--- src/rtl/ofdm_pkg.sv ---
// Purpose : shared constants, types and helpers for the OFDM symbol scheduler.
// Latency : n/a (package only).
// Backpres: n/a. Holds carrier geometry helpers, slot-class/FSM enums, LFSR polynomial and seed.
package ofdm_pkg;

  // Default geometry; the scheduler exposes these as overridable parameters.
  localparam int OFDM_SIZE_DEF   = 1024;
  localparam int NUM_CARRIER_DEF = 824;

  // Pilot sign generator: x^7 + x^6 + 1, Fibonacci form, restarted from all-ones.
  localparam logic [6:0] LFSR_TAPS = 7'b110_0000;
  localparam logic [6:0] LFSR_SEED = 7'h7F;

  typedef enum logic [1:0] {
    SC_NULL  = 2'd0,
    SC_PILOT = 2'd1,
    SC_DATA  = 2'd2
  } slot_class_e;

  typedef enum logic [1:0] {
    ST_IDLE     = 2'd0,
    ST_PREAMBLE = 2'd1,
    ST_DATA     = 2'd2,
    ST_GAP      = 2'd3
  } sched_state_e;

  // DC slot sits just below the FFT midpoint.
  function automatic int ofdm_mid(input int size);
    return size / 2 - 1;
  endfunction

  // First occupied carrier.
  function automatic int ofdm_left(input int size, input int nc);
    return ofdm_mid(size) - nc / 2;
  endfunction

  // Last occupied carrier.
  function automatic int ofdm_right(input int size, input int nc);
    return ofdm_mid(size) + nc / 2;
  endfunction

  function automatic logic [6:0] lfsr_next(input logic [6:0] s);
    return {s[5:0], ^(s & LFSR_TAPS)};
  endfunction

endpackage

--- src/rtl/ofdm_pilot_lfsr.sv ---
// Purpose : 7-bit pilot sign generator (x^7+x^6+1), reseedable, advances on request.
// Latency : new state visible the cycle after i_seed / i_advance.
// Backpres: none; the caller only asserts i_advance on an accepted pilot slot.
// Ports   : clk, rst (async, active-high); i_seed loads LFSR_SEED (wins over i_advance);
//           i_advance steps the register once; o_lfsr is the current state.
module ofdm_pilot_lfsr
  import ofdm_pkg::*;
(
  input  logic       clk,
  input  logic       rst,
  input  logic       i_seed,
  input  logic       i_advance,
  output logic [6:0] o_lfsr
);

  logic [6:0] r_lfsr;

  always_ff @(posedge clk or posedge rst) begin
    if (rst) begin
      r_lfsr <= LFSR_SEED;
    end else if (i_seed) begin
      r_lfsr <= LFSR_SEED;
    end else if (i_advance) begin
      r_lfsr <= lfsr_next(r_lfsr);
    end
  end

  assign o_lfsr = r_lfsr;

endmodule

--- src/rtl/ofdm_symbol_scheduler.sv ---
// Purpose : frame sequencer for the subcarrier mapper; one null/pilot/data descriptor per slot.
// Latency : first descriptor registered one cycle after i_start; one slot per cycle thereafter.
// Backpres: descriptors hold while !i_sc_ready; data slots also wait on i_qam_valid (sets underrun).
// Ports   : clk, rst (async, active-high), i_start, i_abort, i_sc_ready, i_qam_valid;
//           o_sc_valid/o_sc_index/o_sc_null/o_sc_pilot/o_sc_data/o_pilot_sign descriptor,
//           o_sop/o_eop/o_sof/o_eof framing, o_sym_num, o_qam_ready, o_busy, o_underrun.
module ofdm_symbol_scheduler
  import ofdm_pkg::*;
#(
  parameter int OFDM_SIZE        = OFDM_SIZE_DEF,
  parameter int NUM_CARRIER      = NUM_CARRIER_DEF,
  parameter int PILOT_SPACING    = 8,
  parameter int PILOT_SHIFT      = 3,
  parameter int PREAMBLE_SYMBOLS = 2,
  parameter int DATA_SYMBOLS     = 16,
  parameter int GAP_CYCLES       = 16
) (
  input  logic                         clk,
  input  logic                         rst,
  input  logic                         i_start,
  input  logic                         i_abort,
  input  logic                         i_sc_ready,
  output logic                         o_sc_valid,
  output logic [$clog2(OFDM_SIZE)-1:0] o_sc_index,
  output logic                         o_sc_null,
  output logic                         o_sc_pilot,
  output logic                         o_sc_data,
  output logic                         o_pilot_sign,
  output logic                         o_sop,
  output logic                         o_eop,
  output logic                         o_sof,
  output logic                         o_eof,
  output logic [7:0]                   o_sym_num,
  input  logic                         i_qam_valid,
  output logic                         o_qam_ready,
  output logic                         o_busy,
  output logic                         o_underrun
);

  localparam int IW = $clog2(OFDM_SIZE);
  localparam int PW = $clog2(PILOT_SPACING);
  localparam int GW = $clog2(GAP_CYCLES + 1);

  localparam logic [IW-1:0] MID_I    = IW'(ofdm_mid(OFDM_SIZE));
  localparam logic [IW-1:0] LEFT_I   = IW'(ofdm_left(OFDM_SIZE, NUM_CARRIER));
  localparam logic [IW-1:0] RIGHT_I  = IW'(ofdm_right(OFDM_SIZE, NUM_CARRIER));
  localparam logic [IW-1:0] LAST_I   = IW'(OFDM_SIZE - 1);
  localparam logic [PW-1:0] SHIFT_P  = PW'(PILOT_SHIFT % PILOT_SPACING);
  localparam logic [7:0]    PRE_N    = 8'(PREAMBLE_SYMBOLS);
  localparam logic [7:0]    ALL_N    = 8'(PREAMBLE_SYMBOLS + DATA_SYMBOLS);
  localparam logic [7:0]    LAST_SYM = 8'(PREAMBLE_SYMBOLS + DATA_SYMBOLS - 1);
  localparam logic [GW-1:0] GAP_LAST = GW'(GAP_CYCLES - 1);

  sched_state_e  r_state, w_state_nxt;
  logic [IW-1:0] r_index;
  logic          r_null, r_pilot, r_data, r_sop, r_eop, r_sof, r_eof;
  logic [7:0]    r_sym_num;
  logic [PW-1:0] r_phase;
  logic [GW-1:0] r_gap_cnt;
  logic          r_underrun;

  logic          w_sym_state, w_acc, w_start_acc, w_eop_acc, w_lfsr_adv;
  logic          w_load, w_clear, w_npre;
  logic [IW-1:0] w_nidx;
  slot_class_e   w_cls;
  logic [6:0]    w_lfsr;

  // Spacing is a power of two, so the pilot comb position is just the low
  // bits of the offset from the first occupied carrier.
  function automatic slot_class_e classify(input logic [IW-1:0] idx, input logic pre,
                                           input logic [PW-1:0] ph);
    logic [IW-1:0] off;
    off = idx - LEFT_I;
    if (idx < LEFT_I || idx > RIGHT_I || idx == MID_I) return SC_NULL;
    else if (pre || off[PW-1:0] == ph)                 return SC_PILOT;
    else                                               return SC_DATA;
  endfunction

  assign w_sym_state = (r_state == ST_PREAMBLE) || (r_state == ST_DATA);
  // Data slots are only offered when a QAM sample is there to go with them.
  assign o_sc_valid  = w_sym_state && (!r_data || i_qam_valid);
  assign o_qam_ready = w_sym_state && r_data && i_qam_valid && i_sc_ready;
  assign w_acc       = o_sc_valid && i_sc_ready;
  assign w_start_acc = (r_state == ST_IDLE) && i_start && !i_abort;
  assign w_eop_acc   = w_acc && r_eop && !i_abort;
  assign w_lfsr_adv  = w_acc && r_pilot && !i_abort;

  always_comb begin
    w_state_nxt = r_state;
    w_load      = 1'b0;
    w_clear     = 1'b0;
    w_nidx      = r_index + IW'(1);
    w_npre      = (r_state == ST_PREAMBLE);
    unique case (r_state)
      ST_IDLE: begin
        if (i_start) begin
          w_state_nxt = ST_PREAMBLE;
          w_load      = 1'b1;
          w_nidx      = '0;
          w_npre      = 1'b1;
        end
      end
      ST_PREAMBLE, ST_DATA: begin
        if (w_acc) begin
          if (r_eop) begin
            w_state_nxt = ST_GAP;
            w_clear     = 1'b1;
          end else begin
            w_load = 1'b1;
          end
        end
      end
      ST_GAP: begin
        if (r_gap_cnt == GAP_LAST) begin
          w_nidx = '0;
          // r_sym_num already counts the symbol about to start.
          if (r_sym_num < PRE_N) begin
            w_state_nxt = ST_PREAMBLE;
            w_load      = 1'b1;
            w_npre      = 1'b1;
          end else if (r_sym_num < ALL_N) begin
            w_state_nxt = ST_DATA;
            w_load      = 1'b1;
            w_npre      = 1'b0;
          end else begin
            w_state_nxt = ST_IDLE;
            w_clear     = 1'b1;
          end
        end
      end
      default: w_state_nxt = ST_IDLE;
    endcase
    if (i_abort) begin
      w_state_nxt = ST_IDLE;
      w_load      = 1'b0;
      w_clear     = 1'b1;
    end
  end

  // r_phase is already advanced when a new data symbol is loaded from GAP.
  assign w_cls = classify(w_nidx, w_npre, r_phase);

  always_ff @(posedge clk or posedge rst) begin
    if (rst) r_state <= ST_IDLE;
    else     r_state <= w_state_nxt;
  end

  always_ff @(posedge clk or posedge rst) begin
    if (rst) begin
      r_index <= '0;
      r_null  <= 1'b0;
      r_pilot <= 1'b0;
      r_data  <= 1'b0;
      r_sop   <= 1'b0;
      r_eop   <= 1'b0;
      r_sof   <= 1'b0;
      r_eof   <= 1'b0;
    end else if (w_clear) begin
      r_null  <= 1'b0;
      r_pilot <= 1'b0;
      r_data  <= 1'b0;
      r_sop   <= 1'b0;
      r_eop   <= 1'b0;
      r_sof   <= 1'b0;
      r_eof   <= 1'b0;
    end else if (w_load) begin
      r_index <= w_nidx;
      r_null  <= (w_cls == SC_NULL);
      r_pilot <= (w_cls == SC_PILOT);
      r_data  <= (w_cls == SC_DATA);
      r_sop   <= (w_nidx == '0);
      r_eop   <= (w_nidx == LAST_I);
      r_sof   <= (r_state == ST_IDLE);
      r_eof   <= (w_nidx == LAST_I) && !w_npre && (r_sym_num == LAST_SYM);
    end
  end

  always_ff @(posedge clk or posedge rst) begin
    if (rst) begin
      r_sym_num  <= '0;
      r_phase    <= '0;
      r_gap_cnt  <= '0;
      r_underrun <= 1'b0;
    end else begin
      if (w_start_acc)    r_sym_num <= '0;
      else if (w_eop_acc) r_sym_num <= r_sym_num + 8'd1;

      if (w_start_acc)                            r_phase <= '0;
      else if (w_eop_acc && r_state == ST_DATA)   r_phase <= r_phase + SHIFT_P;

      if (w_eop_acc)               r_gap_cnt <= '0;
      else if (r_state == ST_GAP)  r_gap_cnt <= r_gap_cnt + GW'(1);

      if (w_start_acc)                                   r_underrun <= 1'b0;
      else if (w_sym_state && r_data && !i_qam_valid)    r_underrun <= 1'b1;
    end
  end

  ofdm_pilot_lfsr u_lfsr (
    .clk       (clk),
    .rst       (rst),
    .i_seed    (w_start_acc),
    .i_advance (w_lfsr_adv),
    .o_lfsr    (w_lfsr)
  );

  assign o_sc_index   = r_index;
  assign o_sc_null    = r_null;
  assign o_sc_pilot   = r_pilot;
  assign o_sc_data    = r_data;
  assign o_pilot_sign = r_pilot & w_lfsr[0];
  assign o_sop        = r_sop;
  assign o_eop        = r_eop;
  assign o_sof        = r_sof;
  assign o_eof        = r_eof;
  assign o_sym_num    = r_sym_num;
  assign o_busy       = (r_state != ST_IDLE);
  assign o_underrun   = r_underrun;

endmodule

--- config.mk ---
export PLATFORM = sky130hd
export DESIGN_NAME = ofdm_symbol_scheduler
export DESIGN_NICKNAME = d
export VERILOG_FILES = /design/src/rtl/ofdm_pkg.sv /design/src/rtl/ofdm_pilot_lfsr.sv /design/src/rtl/ofdm_symbol_scheduler.sv
export SDC_FILE = /design/constraint.sdc
export NUM_CORES = 1
export LEC_CHECK = 0
export ABC_AREA = 1
export BUFFER_PORTS_ARGS = -buffer_cell sky130_fd_sc_hd__clkbuf_2
export CAP_MARGIN = 20
export CORE_AREA = 2 2 107 68
export DETAILED_ROUTE_END_ITERATION = 12
export DIE_AREA = 0 0 109 70
export PLACE_DENSITY = 0.71
export SYNTH_ARGS = -nofsm -noshare
export SYNTH_HDL_FRONTEND = slang
export SYNTH_SLANG_ARGS = --single-unit
--- constraint.sdc ---
create_clock -name clk -period 5.8 [get_ports clk]
set_input_delay 0.29 -clock clk [delete_from_list [all_inputs] [get_ports clk]]
set_output_delay 0.29 -clock clk [all_outputs]
set_load 0.05 [all_outputs]
# Word level (Yosys, flattened, before mapping)
# Cells that the tools add are included.
[op_classes]
addsub = 5
order_cmp = 4
eq_ne = 14
n_mux = 57
n_bitwise = 2
n_reduce_logical = 38
[ops]
columns = ["cell", "n"]
rows = [
  ["1-bit 2-to-1 mux", 33],
  ["10-bit 2-to-1 mux", 2],
  ["10-bit case mux with 2 select lines", 1],
  ["2-bit 2-to-1 mux", 9],
  ["8-bit 2-to-1 mux", 2],
  ["1-bit logical AND", 15],
  ["7-bit 2-to-1 mux", 2],
  ["2-bit nonzero test", 7],
  ["3-bit inequality test (second input constant)", 4],
  ["10-bit by 1-bit adder with 10-bit output (second input constant)", 1],
  ["10-bit == test (second input constant)", 1],
  ["10-bit by 9-bit == test with 1-bit output (second input constant)", 1],
  ["10-bit greater-than comparator (second input constant)", 1],
  ["10-bit zero test", 1],
  ["10-bit by 7-bit less-than comparator with 1-bit output (second input constant)", 1],
  ["5-bit 2-to-1 mux", 2],
  ["8-bit by 1-bit adder with 8-bit output (second input constant)", 1],
  ["8-bit by 5-bit == test with 1-bit output (second input constant)", 1],
  ["8-bit by 2-bit less-than comparator with 1-bit output (second input constant)", 1],
  ["8-bit by 5-bit less-than comparator with 1-bit output (second input constant)", 1],
  ["7-bit parity", 1],
  ["2-bit == test (second input constant)", 3],
  ["3-bit 2-to-1 mux", 2],
  ["2-bit case mux with 3 select lines", 1],
  ["other kinds (16)", 26],
]
[word_totals]
ff_bits = 43
out_inout_bits = 30
elab_cells = 134

# Longest topological paths before layout
[depth]
word_depth = 11
ltp_mapped = 19

# Modules after synthesis
# From an unflattened synthesis, not the netlist that was laid out.
[unflattened]
hier_cells = 385
hier_area_um2 = 2792.7
[by_module_without_submodules]
columns = ["module", "n_inst", "cells_per_inst", "area_each_um2", "seq_area_each_um2"]
rows = [
  ["ofdm_symbol_scheduler", 1, 350, 2489.9, 900.9],
  ["ofdm_pilot_lfsr", 1, 35, 302.8, 183.9],
]

# Worst setup path after synthesis
# Ideal clock, no wire load.
[synth_path]
path_kind = "register to register"
from = "register r_gap_cnt[0]"
to = "register r_data, in the netlist o_sc_data"
t_arrival_ns = 2.279
path_slack_ns = 3.403
path_stages_with_launch = 18
synth_period_minus_slack_ns = 2.397
cell_sequence = "dfrtp_1 -> ha_1 -> and3_1 -> ha_1 -> inv_1 -> nand2_2 -> nand3_4 -> buf_6 -> nand2_1 -> ha_1 -> xnor2_1 -> nand2_1 -> nor2_1 -> nand3_1 -> nand2_1 -> inv_1 -> nand4_1 -> nand2_1"
[synth_via]
elab_chain_len = 11
[synth_rtl]
columns = ["item", "line", "rtl"]
rows = [
  ["start, declared", "ofdm_symbol_scheduler.sv:59", "logic [GW-1:0] r_gap_cnt;"],
  ["start signal, assigned", "ofdm_symbol_scheduler.sv:192", "else if (r_state == ST_GAP) r_gap_cnt <= r_gap_cnt + GW'(1);"],
  ["5-bit by 4-bit == test with 1-bit output (*)", "ofdm_symbol_scheduler.sv:114", "if (r_gap_cnt == GAP_LAST) begin"],
  ["10-bit 2-to-1 mux", "ofdm_symbol_scheduler.sv:114", ""],
  ["10-bit case mux with 2 select lines", "ofdm_symbol_scheduler.sv:94", "unique case (r_state)"],
  ["3-bit by 2-bit subtractor with 3-bit output", "ofdm_symbol_scheduler.sv:73", "off = idx - LEFT_I;"],
  ["3-bit == test", "ofdm_symbol_scheduler.sv:75", "else if (pre || off[PW-1:0] == ph) return SC_PILOT;"],
  ["1-bit logical OR", "ofdm_symbol_scheduler.sv:75", ""],
  ["2-bit 2-to-1 mux", "ofdm_symbol_scheduler.sv:75", ""],
  ["2-bit 2-to-1 mux", "ofdm_symbol_scheduler.sv:74", "if (idx < LEFT_I || idx > RIGHT_I || idx == MID_I) return SC_NULL;"],
  ["2-bit == test", "ofdm_symbol_scheduler.sv:170", "r_data <= (w_cls == SC_DATA);"],
  ["1-bit 2-to-1 mux", "ofdm_symbol_scheduler.sv:166", "end else if (w_load) begin"],
  ["1-bit 2-to-1 mux", "ofdm_symbol_scheduler.sv:158", "end else if (w_clear) begin"],
  ["end signal, assigned", "ofdm_symbol_scheduler.sv:170", ""],
  ["end, declared", "ofdm_symbol_scheduler.sv:56", "logic r_null, r_pilot, r_data, r_sop, r_eop, r_sof, r_eof;"],
]
# Every way passes the cells marked *; elsewhere a longest branch is shown, timed or not. The select of a mux whose other input is x is not followed.
# A chain may end at the register's enable or synchronous reset.

# Worst setup path in the final report
# Ends and elaborated chain as after synthesis.

==> flow_metrics.env <==
export IMPL_grt_usage=0.171
export IMPL_setup_viol=0
export IMPL_antennaDiodeCount=0
export IMPL_cts_setup_buffers=0
export IMPL_drt_vias_per_instance=4.86
export IMPL_fin_hold_ws_ns=0.107
export IMPL_ff2ff_path_depth=16
export IMPL_portBuffers=35
export IMPL_yosysWarnings=0
export IMPL_tritoncts="built"
export IMPL_end_kind="register"
export IMPL_hold_path_class="input port to async pin"
export IMPL_status="complete, no violations"
export IMPL_final_cell_mix="nand2_1 (91), inv_1 (47), nor2_1 (42)"
export IMPL_post_cts_resized=0
export IMPL_insertion_delay_ns=0.29
export IMPL_slowest_stage="dfrtp_1"
export IMPL_cts_buffers=5
export IMPL_max_cap_viol_count=0
export IMPL_timing_rr_end="o_sc_data"
export IMPL_routabilityCongestion=0.842
export IMPL_synthTopCellsByArea="dfrtp_1 (32%), nand2_1 (12%), dfstp_2 (6.5%)"
export IMPL_wl_um=6030
export IMPL_synth_top_area_share=0.319
export IMPL_ys_ff_latch=43
export IMPL_ff2ff_setup_slack_ns=3.19
export IMPL_antenna_found_initial=0
export IMPL_ant_nets=0
export IMPL_dp_hpwl_um=4630
export IMPL_path_cells="ha_1 > and3_1 > ha_1 > inv_1 > nand2_2 > nand3_4 > nand2_1 > ha_1 > xnor2_1 > nand2_1 > nor2_1 > nand3_1 > nand2_1 > inv_1 > nand4_1 > nand2_1"
export IMPL_path_delay_family="simple AND/OR/NAND/NOR gates"
export IMPL_fmax_mhz=384
export IMPL_syn_num_nets=388
export IMPL_setup_tns_ns=0
export IMPL_die_y_um=70
export IMPL_die_area_um2=7630
export IMPL_worstSetupPathType="register to register"
export IMPL_p_per_area_nw_per_um2=370
export IMPL_grt_pass1_wl_um=10400
export IMPL_ir_drop_mv=0.192
export IMPL_htreeDepth=2
export IMPL_routedWlPerCell_um=12.1
export IMPL_synth_top_area_cell="dfrtp_1"
export IMPL_cp_buffers_inverters=2
export IMPL_final_common_cell="nand2_1"
export IMPL_cp_common_cell="nand2_1"
export IMPL_drt_first_pass_iters=5
export IMPL_fp_dieW_um=109
export IMPL_slew_headroom=0.637
export IMPL_rr_startpoint="r_gap_cnt[0]"
export IMPL_areaGrowthSynthToFinish_pct=11.0
export IMPL_synth_cell_type_count=33
export IMPL_final_min_clock_period_ns=2.61
export IMPL_grt_max_degree=44
export IMPL_fin_ws_ns=3.19
export IMPL_avgSynthCellArea_um2=7.64
export IMPL_clock_sinks=43
export IMPL_initial_core_util=0.415
export IMPL_core_area_um2=6820
export IMPL_synthCells=370
export IMPL_mappedNetlistArea_um2=2830
export IMPL_pin_count=36
export IMPL_rsz0062_at_grt="no"
export IMPL_required_ns=5.99
export IMPL_overflow=0
export IMPL_yosysSeqAreaShare=0.384
export IMPL_drt_iter0_drc=171
export IMPL_nNetsFinal=424
export IMPL_skew_ns=0.00635
export IMPL_pre_cts_slack_ns=3.18
export IMPL_clock_root_buffer="clkbuf_8"
export IMPL_finalHoldViolations=0
export IMPL_vias=2418
export IMPL_drive_gt1_frac=0.214
export IMPL_cts_hold_buf=0
export IMPL_cts_clk_slew_worst_paths_ns=0.08
export IMPL_finalCritPeriodShare=0.449
export IMPL_startpoint_type="register"
export IMPL_drc=0
export IMPL_clock_path_buffers=2
export IMPL_slew_violations=0
export IMPL_cpPeakStageDelay_ns=0.41
export IMPL_cp_max_fo=18
export IMPL_tightest_slew_ns=0.544
export IMPL_placementRows=24
export IMPL_power_leakage_nw=1.53
export IMPL_worstPathArrival_ns=2.80
export IMPL_grt_pass1_vias=2165
[worst max path at each step]
| stage | from | end | depth (start not counted) |
|---|---|---|---|
| after floorplan | r_gap_cnt[0] | o_sc_data | 17 |
| after global placement | r_gap_cnt[0] | o_sc_data | 16 |
| after detailed placement | r_gap_cnt[0] | o_sc_data | 16 |
| after CTS | r_gap_cnt[0] | o_sc_data | 16 |
| after global routing | r_gap_cnt[0] | o_eof | 15 |
| final | r_gap_cnt[0] | o_sc_data | 16 |
[area by class of cell]
cell class	count	area, um2
Tap cell	91	114
Timing Repair Buffer	37	190
Clock buffer	7	76.3
Inverter	50	188
Sequential cell	43	1080
Multi-Input combinational cell	269	1480
Fill cell	684	3680
Clock inverter	1	5.00
[synth_stat cells, drive strengths merged]
library cell  count
a21oi            14
a211oi            2
xnor2             3
dfrtp            36
o21ai            25
nor3b             1
o22ai             2
and3              2
nor3             10
nand4             8
nand2            97
o31ai             3
inv              50
o21a              1
ha               12
dfstp             7
a31oi             2
nor2             52
buf               6
nand3            32
clkbuf            2
xor2              3
[worst register-to-register path, stage by stage (launching register included)]
cell and delay [ns]:
dfrtp_1 0.41, ha_1 0.21, and3_1 0.18, ha_1 0.20, inv_1 0.07, nand2_2 0.07
nand3_4 0.23, nand2_1 0.15, ha_1 0.34, xnor2_1 0.15, nand2_1 0.07, nor2_1 0.10
nand3_1 0.08, nand2_1 0.08, inv_1 0.04, nand4_1 0.07, nand2_1 0.05
[sequential cells by signal, summed over array words and instances (netlist names)]
name / flops
o_eof: 1
o_eop: 1
o_sc_data: 1
o_sc_index: 10
o_sc_null: 1
o_sc_pilot: 1
o_sof: 1
o_sop: 1
o_sym_num: 8
o_underrun: 1
r_gap_cnt: 5
r_phase: 3
r_state: 2
u_lfsr.o_lfsr: 7
[logic make-up (layout without fill, tap and decap cells)]
| kind of cell | count (synthesis) | after routing | synth area share |
|---|---|---|---|
| and+or+nand+nor | 202 | 202 | 0.343 |
| adders and majority gates | 12 | 12 | 0.0531 |
| xor gates and xnor gates | 6 | 6 | 0.0186 |
| AOI/OAI and AO/OA | 49 | 49 | 0.108 |
| buffers and inverters | 58 | 95 | 0.0929 |
| DFF | 43 | 43 | 0.384 |
[per-layer routing]
| metal | wire [um] | share of wire | track usage |
|---|---|---|---|
| met1 | 3200 | 0.53 | 0.264 |
| met2 | 2520 | 0.42 | 0.242 |
| met3 | 227 | 0.038 | 0.0345 |
| met4 | 80 | 0.013 | 0.0442 |
| met5 | 0 | 0 | 0 |
[per-stage QoR]
stage          power, mW  cells  utilization  area [um2]
2_1_floorplan      0.881    370            -        2830
5_1_grt             1.25    498        0.460        3140
6_report            1.16    498        0.460        3140
4_1_cts             1.17    498        0.460        3140
3_3_place_gp       0.958    490        0.448        3060
3_5_place_dp       0.980    490        0.448        3060
[report_power, final]
group          switching (mW)  internal (mW)
combinational           0.412          0.166
clock                   0.102         0.0847
sequential             0.0434          0.354
Note: power is estimated with default switching activity, not from simulation.
